## src/rtl/slot_dispatcher.sv

```systemverilog
// slot_dispatcher: walks the slot bank once per start pulse. Every PENDING slot
// is marked RUNNING, issued downstream as a command, and marked DONE (or put
// back to IDLE on error) once the engine reports completion.
module slot_dispatcher #(
  parameter int NUM_SLOTS     = 2,
  parameter int IDX_WIDTH     = 1,
  parameter int ADDR_WIDTH    = 32,
  parameter int SIZE_WIDTH    = 26,
  parameter int STATUS_WIDTH  = 2,
  parameter int PROFILE_WIDTH = 4
) (
  input  logic                               clk,
  input  logic                               reset,
  input  logic                               start,
  input  logic [NUM_SLOTS*ADDR_WIDTH-1:0]    slot_addr_flat,
  input  logic [NUM_SLOTS*SIZE_WIDTH-1:0]    slot_size_flat,
  input  logic [NUM_SLOTS*STATUS_WIDTH-1:0]  slot_status_flat,
  input  logic [NUM_SLOTS*PROFILE_WIDTH-1:0] slot_profile_flat,
  output logic                               cmd_valid,
  input  logic                               cmd_ready,
  output logic [ADDR_WIDTH-1:0]              cmd_addr,
  output logic [SIZE_WIDTH-1:0]              cmd_size,
  output logic [PROFILE_WIDTH-1:0]           cmd_profile,
  output logic [IDX_WIDTH-1:0]               cmd_idx,
  input  logic                               done_valid,
  input  logic                               done_err,
  output logic [IDX_WIDTH-1:0]               wb_idx,
  output logic [STATUS_WIDTH-1:0]            wb_status,
  output logic                               wb_set_status,
  output logic                               busy,
  output logic                               all_done,
  output logic                               err_sticky
);

  localparam logic [STATUS_WIDTH-1:0] ST_IDLE    = STATUS_WIDTH'(0);
  localparam logic [STATUS_WIDTH-1:0] ST_PENDING = STATUS_WIDTH'(1);
  localparam logic [STATUS_WIDTH-1:0] ST_RUNNING = STATUS_WIDTH'(2);
  localparam logic [STATUS_WIDTH-1:0] ST_DONE    = STATUS_WIDTH'(3);
  localparam logic [IDX_WIDTH-1:0]    LAST_IDX   = IDX_WIDTH'(NUM_SLOTS - 1);

  typedef enum logic [2:0] {
    S_IDLE, S_SCAN, S_WB_RUN, S_ISSUE, S_WAIT, S_WB_DONE, S_NEXT, S_FINISH
  } state_t;

  state_t                     state_q;
  logic [IDX_WIDTH-1:0]       ptr_q;
  logic                       cmd_valid_q;
  logic [ADDR_WIDTH-1:0]      cmd_addr_q;
  logic [SIZE_WIDTH-1:0]      cmd_size_q;
  logic [PROFILE_WIDTH-1:0]   cmd_profile_q;
  logic [IDX_WIDTH-1:0]       cmd_idx_q;
  logic [IDX_WIDTH-1:0]       wb_idx_q;
  logic [STATUS_WIDTH-1:0]    wb_status_q;
  logic                       wb_set_q;
  logic                       busy_q;
  logic                       all_done_q;
  logic                       err_sticky_q;
  logic                       done_err_q;

  logic [ADDR_WIDTH-1:0]      addr_a    [NUM_SLOTS];
  logic [SIZE_WIDTH-1:0]      size_a    [NUM_SLOTS];
  logic [STATUS_WIDTH-1:0]    status_a  [NUM_SLOTS];
  logic [PROFILE_WIDTH-1:0]   profile_a [NUM_SLOTS];

  for (genvar g = 0; g < NUM_SLOTS; g++) begin : g_unpack
    assign addr_a[g]    = slot_addr_flat[g*ADDR_WIDTH +: ADDR_WIDTH];
    assign size_a[g]    = slot_size_flat[g*SIZE_WIDTH +: SIZE_WIDTH];
    assign status_a[g]  = slot_status_flat[g*STATUS_WIDTH +: STATUS_WIDTH];
    assign profile_a[g] = slot_profile_flat[g*PROFILE_WIDTH +: PROFILE_WIDTH];
  end

  // Scan FSM; every output is a register updated alongside the state change
  // so nothing downstream sees a combinational path from cmd_ready/done_valid.
  always_ff @(posedge clk) begin
    if (reset) begin
      state_q       <= S_IDLE;
      ptr_q         <= '0;
      cmd_valid_q   <= 1'b0;
      cmd_addr_q    <= '0;
      cmd_size_q    <= '0;
      cmd_profile_q <= '0;
      cmd_idx_q     <= '0;
      wb_idx_q      <= '0;
      wb_status_q   <= '0;
      wb_set_q      <= 1'b0;
      busy_q        <= 1'b0;
      all_done_q    <= 1'b0;
      err_sticky_q  <= 1'b0;
      done_err_q    <= 1'b0;
    end else begin
      wb_set_q   <= 1'b0;
      all_done_q <= 1'b0;
      case (state_q)
        S_IDLE: begin
          if (start) begin
            ptr_q        <= '0;
            err_sticky_q <= 1'b0;
            busy_q       <= 1'b1;
            state_q      <= S_SCAN;
          end
        end
        S_SCAN: begin
          // Slot contents are captured here and only here.
          if (status_a[ptr_q] == ST_PENDING) begin
            cmd_addr_q    <= addr_a[ptr_q];
            cmd_size_q    <= size_a[ptr_q];
            cmd_profile_q <= profile_a[ptr_q];
            cmd_idx_q     <= ptr_q;
            wb_set_q      <= 1'b1;
            wb_idx_q      <= ptr_q;
            wb_status_q   <= ST_RUNNING;
            state_q       <= S_WB_RUN;
          end else begin
            state_q <= S_NEXT;
          end
        end
        S_WB_RUN: begin
          cmd_valid_q <= 1'b1;
          state_q     <= S_ISSUE;
        end
        S_ISSUE: begin
          if (cmd_ready) begin
            cmd_valid_q <= 1'b0;
            state_q     <= S_WAIT;
          end
        end
        S_WAIT: begin
          if (done_valid) begin
            done_err_q  <= done_err;
            wb_set_q    <= 1'b1;
            wb_idx_q    <= ptr_q;
            wb_status_q <= done_err ? ST_IDLE : ST_DONE;
            state_q     <= S_WB_DONE;
          end
        end
        S_WB_DONE: begin
          if (done_err_q) err_sticky_q <= 1'b1;
          state_q <= S_NEXT;
        end
        S_NEXT: begin
          if (ptr_q == LAST_IDX) begin
            all_done_q <= 1'b1;
            state_q    <= S_FINISH;
          end else begin
            ptr_q   <= ptr_q + 1'b1;
            state_q <= S_SCAN;
          end
        end
        S_FINISH: begin
          busy_q  <= 1'b0;
          state_q <= S_IDLE;
        end
        default: state_q <= S_IDLE;
      endcase
    end
  end

  assign cmd_valid     = cmd_valid_q;
  assign cmd_addr      = cmd_addr_q;
  assign cmd_size      = cmd_size_q;
  assign cmd_profile   = cmd_profile_q;
  assign cmd_idx       = cmd_idx_q;
  assign wb_idx        = wb_idx_q;
  assign wb_status     = wb_status_q;
  assign wb_set_status = wb_set_q;
  assign busy          = busy_q;
  assign all_done      = all_done_q;
  assign err_sticky    = err_sticky_q;

endmodule

```

## config.mk

```make
export PLATFORM = sky130hd
export DESIGN_NAME = slot_dispatcher
export DESIGN_NICKNAME = d
export VERILOG_FILES = /design/src/rtl/slot_dispatcher.sv
export SDC_FILE = /design/constraint.sdc
export NUM_CORES = 1
export LEC_CHECK = 0
export ABC_CLOCK_PERIOD_IN_PS = 1750
export CORE_MARGIN = 3
export CORE_UTILIZATION = 35
export CTS_CLUSTER_DIAMETER = 80
export CTS_CLUSTER_SIZE = 28
export DETAILED_ROUTE_END_ITERATION = 7
export GPL_ROUTABILITY_DRIVEN = 0
export PLACE_DENSITY = 0.72
export SYNTH_ARGS = -nofsm -noshare
export SYNTH_HDL_FRONTEND = slang
export SYNTH_SLANG_ARGS = --single-unit
```

## constraint.sdc

```tcl
create_clock -name clk -period 1.75 [get_ports clk]
set_input_delay 0.175 -clock clk [delete_from_list [all_inputs] [get_ports clk]]
set_output_delay 0.175 -clock clk [all_outputs]
set_load 0.01 [all_outputs]
```

Word level (Yosys, flattened, before mapping)
Cells that the tools add are included.
W data, S select, Z words.
{"block": "totals", "out_inout_bits": 71, "register_bits": 76, "word_cells": 84, "input_bits": 134}
{"block": "classes", "n_addsub": 1, "n_lt_le_gt_ge": 1, "n_reduce_logical": 15, "eq_ne": 13, "bitwise_logic": 2, "n_mux": 38}
{"op": "$mux W32", "count": 3}
{"op": "$mux W26", "count": 3}
{"op": "$pmux W3 S8", "count": 1}
{"op": "$mux W3", "count": 5}
{"op": "$eq A3 B3 Y1 const B", "count": 4}
{"op": "$mux W2", "count": 6}
{"op": "$mux W4", "count": 3}
{"op": "$pmux W1 S2", "count": 6}
{"op": "$mux W1", "count": 10}
{"op": "$ne A2 B2 Y1 const B", "count": 5}
{"op": "$reduce_and A2 Y1", "count": 5}
{"op": "$reduce_bool A2 Y1", "count": 5}
{"op": "$reduce_and A3 Y1", "count": 3}
{"op": "$eq A3 B2 Y1 const B", "count": 2}
{"op": "$pmux W2 S2", "count": 1}
{"op": "$eq A3 B1 Y1 const B", "count": 1}
{"op": "$logic_not A3 Y1", "count": 1}
{"op": "$eq A2 B1 Y1 const B", "count": 1}
{"op": "$ge A2 B2 Y1 const B", "count": 1}
{"op": "$not A1 Y2", "count": 1}
{"op": "$reduce_or A2 Y1", "count": 1}
{"op": "$add A1 B1 Y1 const B", "count": 1}
{"op": "$not A1 Y1", "count": 1}

Logic depth before layout (Yosys ltp)
Gate-level depths: netlist (run 1).
{"block": "logic_depth", "depth_word": 7, "ltp_mapped": 6, "mapped_depth_nobuf": 3}

Worst setup path before layout (run 1)
Ideal clock, no wire load.
{"block": "synth_timing", "path_kind": "register -> register", "startpoint": "register ptr_q", "endpoint": "register cmd_addr_q[10], in the netlist cmd_addr[10]", "setup_ns": 0.134, "synth_period_minus_slack_ns": 1.598, "required_ns": 1.616, "t_arrival_ns": 1.464, "stages_incl_launch_ff": 7, "path_buffers": 3, "slack_ns": 0.152, "cell_sequence": "dfxtp_1 -> clkbuf_1 -> buf_2 -> buf_2 -> mux2_2 -> a211oi_1 -> a211oi_1"}
{"block": "synth_via", "elab_chain_cells": 6, "elab_cells_between_ends": 9, "cone_classes": "eq/ne: 1; mux: 6; bitwise: 1; reduce/logical: 1"}
{"element": "from (decl)", "line_no": "46", "text": "logic [IDX_WIDTH-1:0] ptr_q;"}
{"element": "from (signal assigned)", "line_no": "145", "text": "ptr_q <= ptr_q + 1'b1;"}
{"element": "$not A1 Y2 (implied by the code) *", "line_no": "104, 105"}
{"element": "$mux W2 (implied by the code) (3 in series)", "line_no": "104", "text": "if (status_a[ptr_q] == ST_PENDING) begin"}
{"element": "$eq A2 B1 Y1", "line_no": "104"}
{"element": "$reduce_and A2 Y1 (no line)"}
{"element": "to (signal assigned)", "line_no": "105", "text": "cmd_addr_q <= addr_a[ptr_q];"}
{"element": "to (decl)", "line_no": "48", "text": "logic [ADDR_WIDTH-1:0] cmd_addr_q;"}
Every way passes the cells marked *; elsewhere a longest branch is shown, timed or not. The select of a mux whose other input is x is not followed.
A chain may end at the register's enable or synchronous reset.

Worst setup path in the final report (run 1)
{"block": "layout_timing", "startpoint": "register ptr_q", "endpoint": "register cmd_addr_q[25], in the netlist cmd_addr[25]"}
Same word-level chain as after synthesis.

==> flow_summary.ini, run 1 <==
[synthesis]
synth.distinct_cells = 33
synth_ff_type = dfxtp_1
synth_common_cells = 124 x a211oi_1, 76 x dfxtp_1, 67 x inv_1
synth_enable_flop_cells = 0
synth_top_area_share = 0.380
synth_cells = 435
synthTopCellsByArea = dfxtp_1 38%, a211oi_1 23%, mux2_2 17%
synth_top_area_cell = dfxtp_1
netlist_area_mm2 = 0.00400
seq_area_frac_synth = 0.380
yosysWarnings = 0
yosys_register_bits = 76
syn_area_per_cell_um2 = 9.20
yosysMostFrequentCell = a211oi_1
synthArstFlopShare = 0
syn-num-nets = 569

[worst_setup_path]
cp-end-kind = flop
reg2reg_from = ptr_q$_SDFFE_PP0P_
cp_max_fo = 8
critPathKind = flop to flop
startpoint_type = flop
critPathSlowestCell = or3b_2
crit_chain = or3b_2 > a21o_4 > buf_4 > a211oi_1
cp.required_ns = 1.98
worst_ep_arrival_time_ns = 1.87
slowest_delay_ns = 0.52
regToRegSetupSlack_ns = 0.11
startpoint = ptr_q$_SDFFE_PP0P_

[sta]
clock.fmax_mhz = 610
setup_tns_ns = 0
drv_slew = 0
tightestPinTransition_ns = 0.421
timing.final.crit_period_ns = 1.64
fin_worst_skew_ns = 0.00878
maxSlewHeadroom = 0.718
hold_viol_final = 0
setup_violations = 0
rsz0062_at_grt = false
fin_crit_sh = 0.937

[clocking]
postCtsSetupRepairBufs = 0
clk_path_buf_depth = 2
cts_made_buffers = 9
clk_latency_ns = 0.32
ctsHtreeMaxLevel = 3
hold_buffers = 0
cts_tree = built
path_clk_slew_ns = 0.06
cts_sinks = 76
root_buffer = clkbuf_16

[grt]
grt_usage = 0.192
grt_first_pass_wirelength_um = 20200
grt.overflow.total = 0
grt_pass1_vias = 4179
grt_max_degree = 48
antenna_found_initial = 0

[detailed_routing]
remaining_drc_errors = 0
drtIter0Drc = 126
antenna_left = 0
via_per_inst = 5.21
totalWireLength_um = 12600
vias = 3994
routedWlPerCell_um = 16.5
dr.pass1.iters = 4

[pwr]
combPwrFrac = 0.248
power.density_mw_per_mm2 = 793
p_sw_frac = 0.254
sequentialPowerShare = 0.373
power.leakage_nw = 2.14
clkPwrFrac = 0.379
power_switching_mw = 1.32
internal_power_mw = 3.86
vdd_drop_max_uv = 534

[floorplan]
die_y_um = 113
num_rows = 38
io_pins = 205
dieArea_mm2 = 0.0127
start_util = 0.364
core_area_mm2 = 0.0110
dieWidth_um = 113

[place]
hpwl_um = 9470
place_area_mm2 = 0.00620
io_buffers = 204

[run_status]
status = finished, final reports clean

[cells_and_area]
drive_above_1_share = 0.169
final-seq-area_mm2 = 0.00152
design_area_mm2 = 0.00652
multi_input_area_mm2 = 0.00198
fillCellCount = 975
area_growth_pct = 63.1
antennaDiodeCount = 0
nets = 757

[worst_hold_path]
hold_class = input pin to flop
hold_start = reset

[job]
max_cap_violations = 0
final timing paths:
path	to	cells past startpoint
setup / recovery	cmd_addr[25]$_SDFFE_PP0P_	4
setup reg to reg	cmd_addr[25]$_SDFFE_PP0P_	4
hold / removal	done_err_q$_SDFFE_PP0P_	2
hold reg to reg	cmd_addr[15]$_SDFFE_PP0P_	2
cells in the final DEF (no fill, tap or decap), drive strengths merged, types with 4 or more instances in the layout:
| cell | synthesis | routed |
|---|---|---|
| dfxtp | 76 | 76 |
| buf | 16 | 24 |
| a21oi | 9 | 9 |
| a211oi | 124 | 124 |
| nand2 | 5 | 5 |
| nor3 | 5 | 5 |
| inv | 67 | 67 |
| clkdlybuf4s50 | 0 | 203 |
| mux2 | 62 | 62 |
| nand2b | 4 | 4 |
| clkbuf | 34 | 10 |
| nor2 | 5 | 5 |
registers in the layout (all words and copies together), names as in the netlist:
register / cells
busy: 1
cmd_idx: 1
state_q: 3
wb_idx: 1
cmd_profile: 4
ptr_q: 1
wb_status: 2
err_sticky: 1
cmd_size: 26
done_err_q: 1
all_done: 1
cmd_valid: 1
cmd_addr: 32
wb_set_status: 1
final cells by class:
class                   instances  share of cell area
clock inverters                 4              0.0115
clock buffers                  10              0.0366
well taps                     140              0.0269
repair buffers                227               0.349
multi-input cells             242               0.304
flip-flops and latches         76               0.233
inverters                      67              0.0386
worst max-delay path: cells and delay by family (launching register included):
family	cells	cell delay, ns
AOI/OAI and AO/OA	2	0.54
buffers and inverters	1	0.17
DFF	1	0.32
and+or+nand+nor	1	0.52
what timing repair did:
item / CTS / global route
resized for setup: 0 / 2
endpoints found under the hold margin: 0 / 0
endpoints found under the setup margin: 0 / 8
per-stage QoR:
step	util	total power, mW	hold WS (ns)	worst slack [ns]	instances
after floorplan	-	2.56	0.298	0.152	435
after global placement	0.564	3.22	0.443	-0.170	752
after detailed placement	0.564	3.25	0.445	-0.262	752
after CTS	0.593	5.21	0.207	0.0628	766
after global routing	0.594	5.39	0.228	0.0135	766
final	0.594	5.18	0.217	0.110	766
cells by family (layout without fill, tap and decap cells):
| kind of cell | count (synthesis) | in the layout | synth area share |
|---|---|---|---|
| AO/OA/AOI/OAI | 146 | 146 | 0.270 |
| buffers and inverters | 117 | 308 | 0.125 |
| flip-flops | 76 | 76 | 0.380 |
| multiplexers | 63 | 63 | 0.177 |
| AND/OR/NAND/NOR | 33 | 33 | 0.0472 |
routing by layer:
metal | vias up | part of all wire | routed length (um) | track usage
met3 | 16 | 0.066 | 830 | 0.0503
met1 | 1912 | 0.41 | 5160 | 0.226
met4 | 0 | 0.016 | 208 | 0.0529
met5 | - | 0 | 0 | 0
li1 | 1947 | - | - | -
met2 | 119 | 0.51 | 6450 | 0.344
power groups by stage:
stage	registers (mW)	logic [mW]	clock network (mW)
4_1_cts	1.93	1.29	1.99
5_1_grt	1.95	1.39	2.06
6_report	1.93	1.28	1.96
2_1_floorplan	2.02	0.549	0
3_3_place_gp	1.96	1.26	0
3_5_place_dp	1.97	1.28	0
Power figures use the tool's default switching activity.
==> run 2: changes to the inputs <==
ABC_AREA = 1   (was unset)
CAP_MARGIN = 25   (was unset)
PLACE_DENSITY = 0.71   (was 0.72)
==> run 2 against run 1 <==
Utilization is 2.1 points higher. Highest routed layer unchanged. Synthesized cell count is 28% higher. Sequential share of layout area is 2.7 points higher. Maximum frequency is 6.2% higher. First-iteration DRC count is 2.4% lower. Synthesized area is 12% lower. Combinational power is 14% higher. Global-route usage is 0.15 points higher.
==> flow_summary.ini, run 2 <==
[pwr]
p_sw_frac = 0.285
total_power_mw = 4.93
power.density_mw_per_mm2 = 844
power_switching_mw = 1.41
vdd_drop_max_uv = 476
sequentialPowerShare = 0.415
internal_power_mw = 3.53
power.leakage_nw = 2.45
clkPwrFrac = 0.289
combPwrFrac = 0.297

[clocking]
hold_buffers = 0
postCtsSetupRepairBufs = 0
clk_path_buf_depth = 2
clk_latency_ns = 0.34
cts_made_buffers = 9
root_buffer = clkbuf_8
path_clk_slew_ns = 0.08
cts_sinks = 76
ctsHtreeMaxLevel = 3
cts_tree = built

[sta]
rsz0062_at_grt = false
setup_tns_ns = 0
clock.fmax_mhz = 648
fin_worst_skew_ns = 0.00782
tightestPinTransition_ns = 0.651
hold_viol_final = 0
fin_crit_sh = 0.882
timing.final.crit_period_ns = 1.54
maxSlewHeadroom = 0.566
finalWorstSetupSlack_ns = 0.206
drv_slew = 0
setup_violations = 0

[cells_and_area]
area_growth_pct = 65.9
largest_register_ffs = 32
layout_commonest_cell = clkdlybuf4s50_1
layout_common_cells = 204 x clkdlybuf4s50_1, 203 x nand2_1, 136 x nor2_1
final_cells = 879
final-seq-area_mm2 = 0.00152
multi_input_area_mm2 = 0.00176
design_area_mm2 = 0.00585
nets = 879
fillCellCount = 908
antennaDiodeCount = 0
drive_above_1_share = 0.0413

[grt]
grt.overflow.total = 0
grt_usage = 0.193
grt_pass1_vias = 3803
antenna_found_initial = 0
grt_max_degree = 65
use_met2 = 0.347
grt_util_met1 = 0.220
grt_first_pass_wirelength_um = 17800
top_usage_layer = met2
gr-usage-met3 = 0.0540

[detailed_routing]
totalWireLength_um = 11100
vias = 4015
antenna_left = 0
remaining_drc_errors = 0
drtIter0Drc = 123
via_per_inst = 4.57
dr.pass1.iters = 4
routedWlPerCell_um = 12.6

[worst_setup_path]
cp-end-kind = flop
reg2reg_from = ptr_q$_SDFFE_PP0P_
worst_ep_arrival_time_ns = 1.82
slowest_delay_ns = 0.53
critPathSlowestCell = buf_4
path_buf_inv = 1
critPathKind = flop to flop
path_common_cell = nand2_1
cp.required_ns = 2.02
startpoint_type = flop
crit_chain = buf_4 > nand2_1 > nand2_1 > o21ai_0 > nor2_1
startpoint = ptr_q$_SDFFE_PP0P_
cp_top_family = buffers and inverters
cp_max_fo = 55

[floorplan]
io_pins = 205
num_rows = 35
die_y_um = 106
start_util = 0.371
dieArea_mm2 = 0.0113
core_area_mm2 = 0.00950
dieWidth_um = 106

[synthesis]
synth_enable_flop_cells = 0
yosysWarnings = 0
synth.distinct_cells = 19
netlist_area_mm2 = 0.00352
seq_area_frac_synth = 0.432
synthTopCellsByArea = dfxtp_1 43%, nand2_1 22%, nor2_1 14%
synth_cells = 556
synth_ff_type = dfxtp_1
synthArstFlopShare = 0
syn-num-nets = 690
syn_area_per_cell_um2 = 6.34
synth_common_cells = 203 x nand2_1, 136 x nor2_1, 76 x dfxtp_1
yosys_register_bits = 76
synth_top_area_share = 0.432
synth_top_area_cell = dfxtp_1
yosysMostFrequentCell = nand2_1

[place]
dp_worst_setup_slack_ns = 0.0283
hpwl_um = 8380
dp.cells = 863
place_area_mm2 = 0.00562
io_buffers = 204

[run_status]
status = finished, final reports clean

[job]
max_cap_violations = 0

[worst_hold_path]
hold_start = done_err_q$_SDFFE_PP0P_
hold_class = flop to flop
## run 2: cell count changes in the layout (fill, tap and decap cells not counted), sizes merged, moves of 4 or more
cell | before | now
mux2 | 62 | 0
a211oi | 124 | 0
nand3 | 2 | 9
nor2 | 5 | 137
nand2b | 4 | 0
buf | 24 | 9
o21ai | 1 | 68
nand2 | 5 | 205
inv | 67 | 11
nor3 | 5 | 1
## run 2: logic make-up (layout without fill, tap and decap cells)
kind of cell           Yosys count  count (layout)  synth area share
AOI/OAI and AO/OA               80              80             0.115
buffers and inverters           46             240            0.0689
DFF                             76              76             0.432
and+or+nand+nor                354             354             0.385
## run 2: repair_timing
action,CTS,global route
resized for setup,0,1
setup endpoints to repair,0,1
hold endpoints to repair,0,0
## run 2: path summary, 6_finish.rpt
path                              end  slack (ns)  cells after the start
max          cmd_size[5]$_SDFFE_PP0P_        0.21                      5
max reg2reg  cmd_size[5]$_SDFFE_PP0P_        0.21                      5
min reg2reg   done_err_q$_SDFFE_PP0P_        0.48                      2
min           done_err_q$_SDFFE_PP0P_        0.48                      2
## run 2: layout make-up
| type | count | area share |
|---|---|---|
| tap | 129 | 0.0276 |
| clock inverter | 3 | 0.00728 |
| timing repair buffer | 213 | 0.366 |
| sequential | 76 | 0.260 |
| clock buffer | 13 | 0.0306 |
| multi-input combinational | 434 | 0.301 |
| inverter | 11 | 0.00706 |
## run 2: per-layer routing
metal	share of wire	routed length, um	vias to the layer above
li1	-	-	2103
met1	0.41	4600	1764
met2	0.49	5480	135
met3	0.078	865	13
met4	0.014	161	0
met5	0	0	-
## run 2: power by group through the flow
stage	clock (mW)	combinational [mW]	sequential, mW
6_report	1.42	1.46	2.05
5_1_grt	1.56	1.62	2.07
4_1_cts	1.48	1.47	2.05
3_5_place_dp	0	1.47	2.09
3_3_place_gp	0	1.45	2.08
2_1_floorplan	0	0.626	2.15
## run 2: worst register-to-register path: cells and delay by family (launching register included)
kind                   cells  cell delay, ns
DFF                        1            0.46
buffers and inverters      1            0.54
AOI/OAI and AO/OA          1            0.10
and+or+nand+nor            3            0.39
## run 2: metrics by stage
stage	utilization	hold slack, ns
after global placement	0.591	0.458
after global routing	0.615	0.495
after CTS	0.615	0.477
final	0.615	0.479
after floorplan	-	0.252
after detailed placement	0.591	0.463
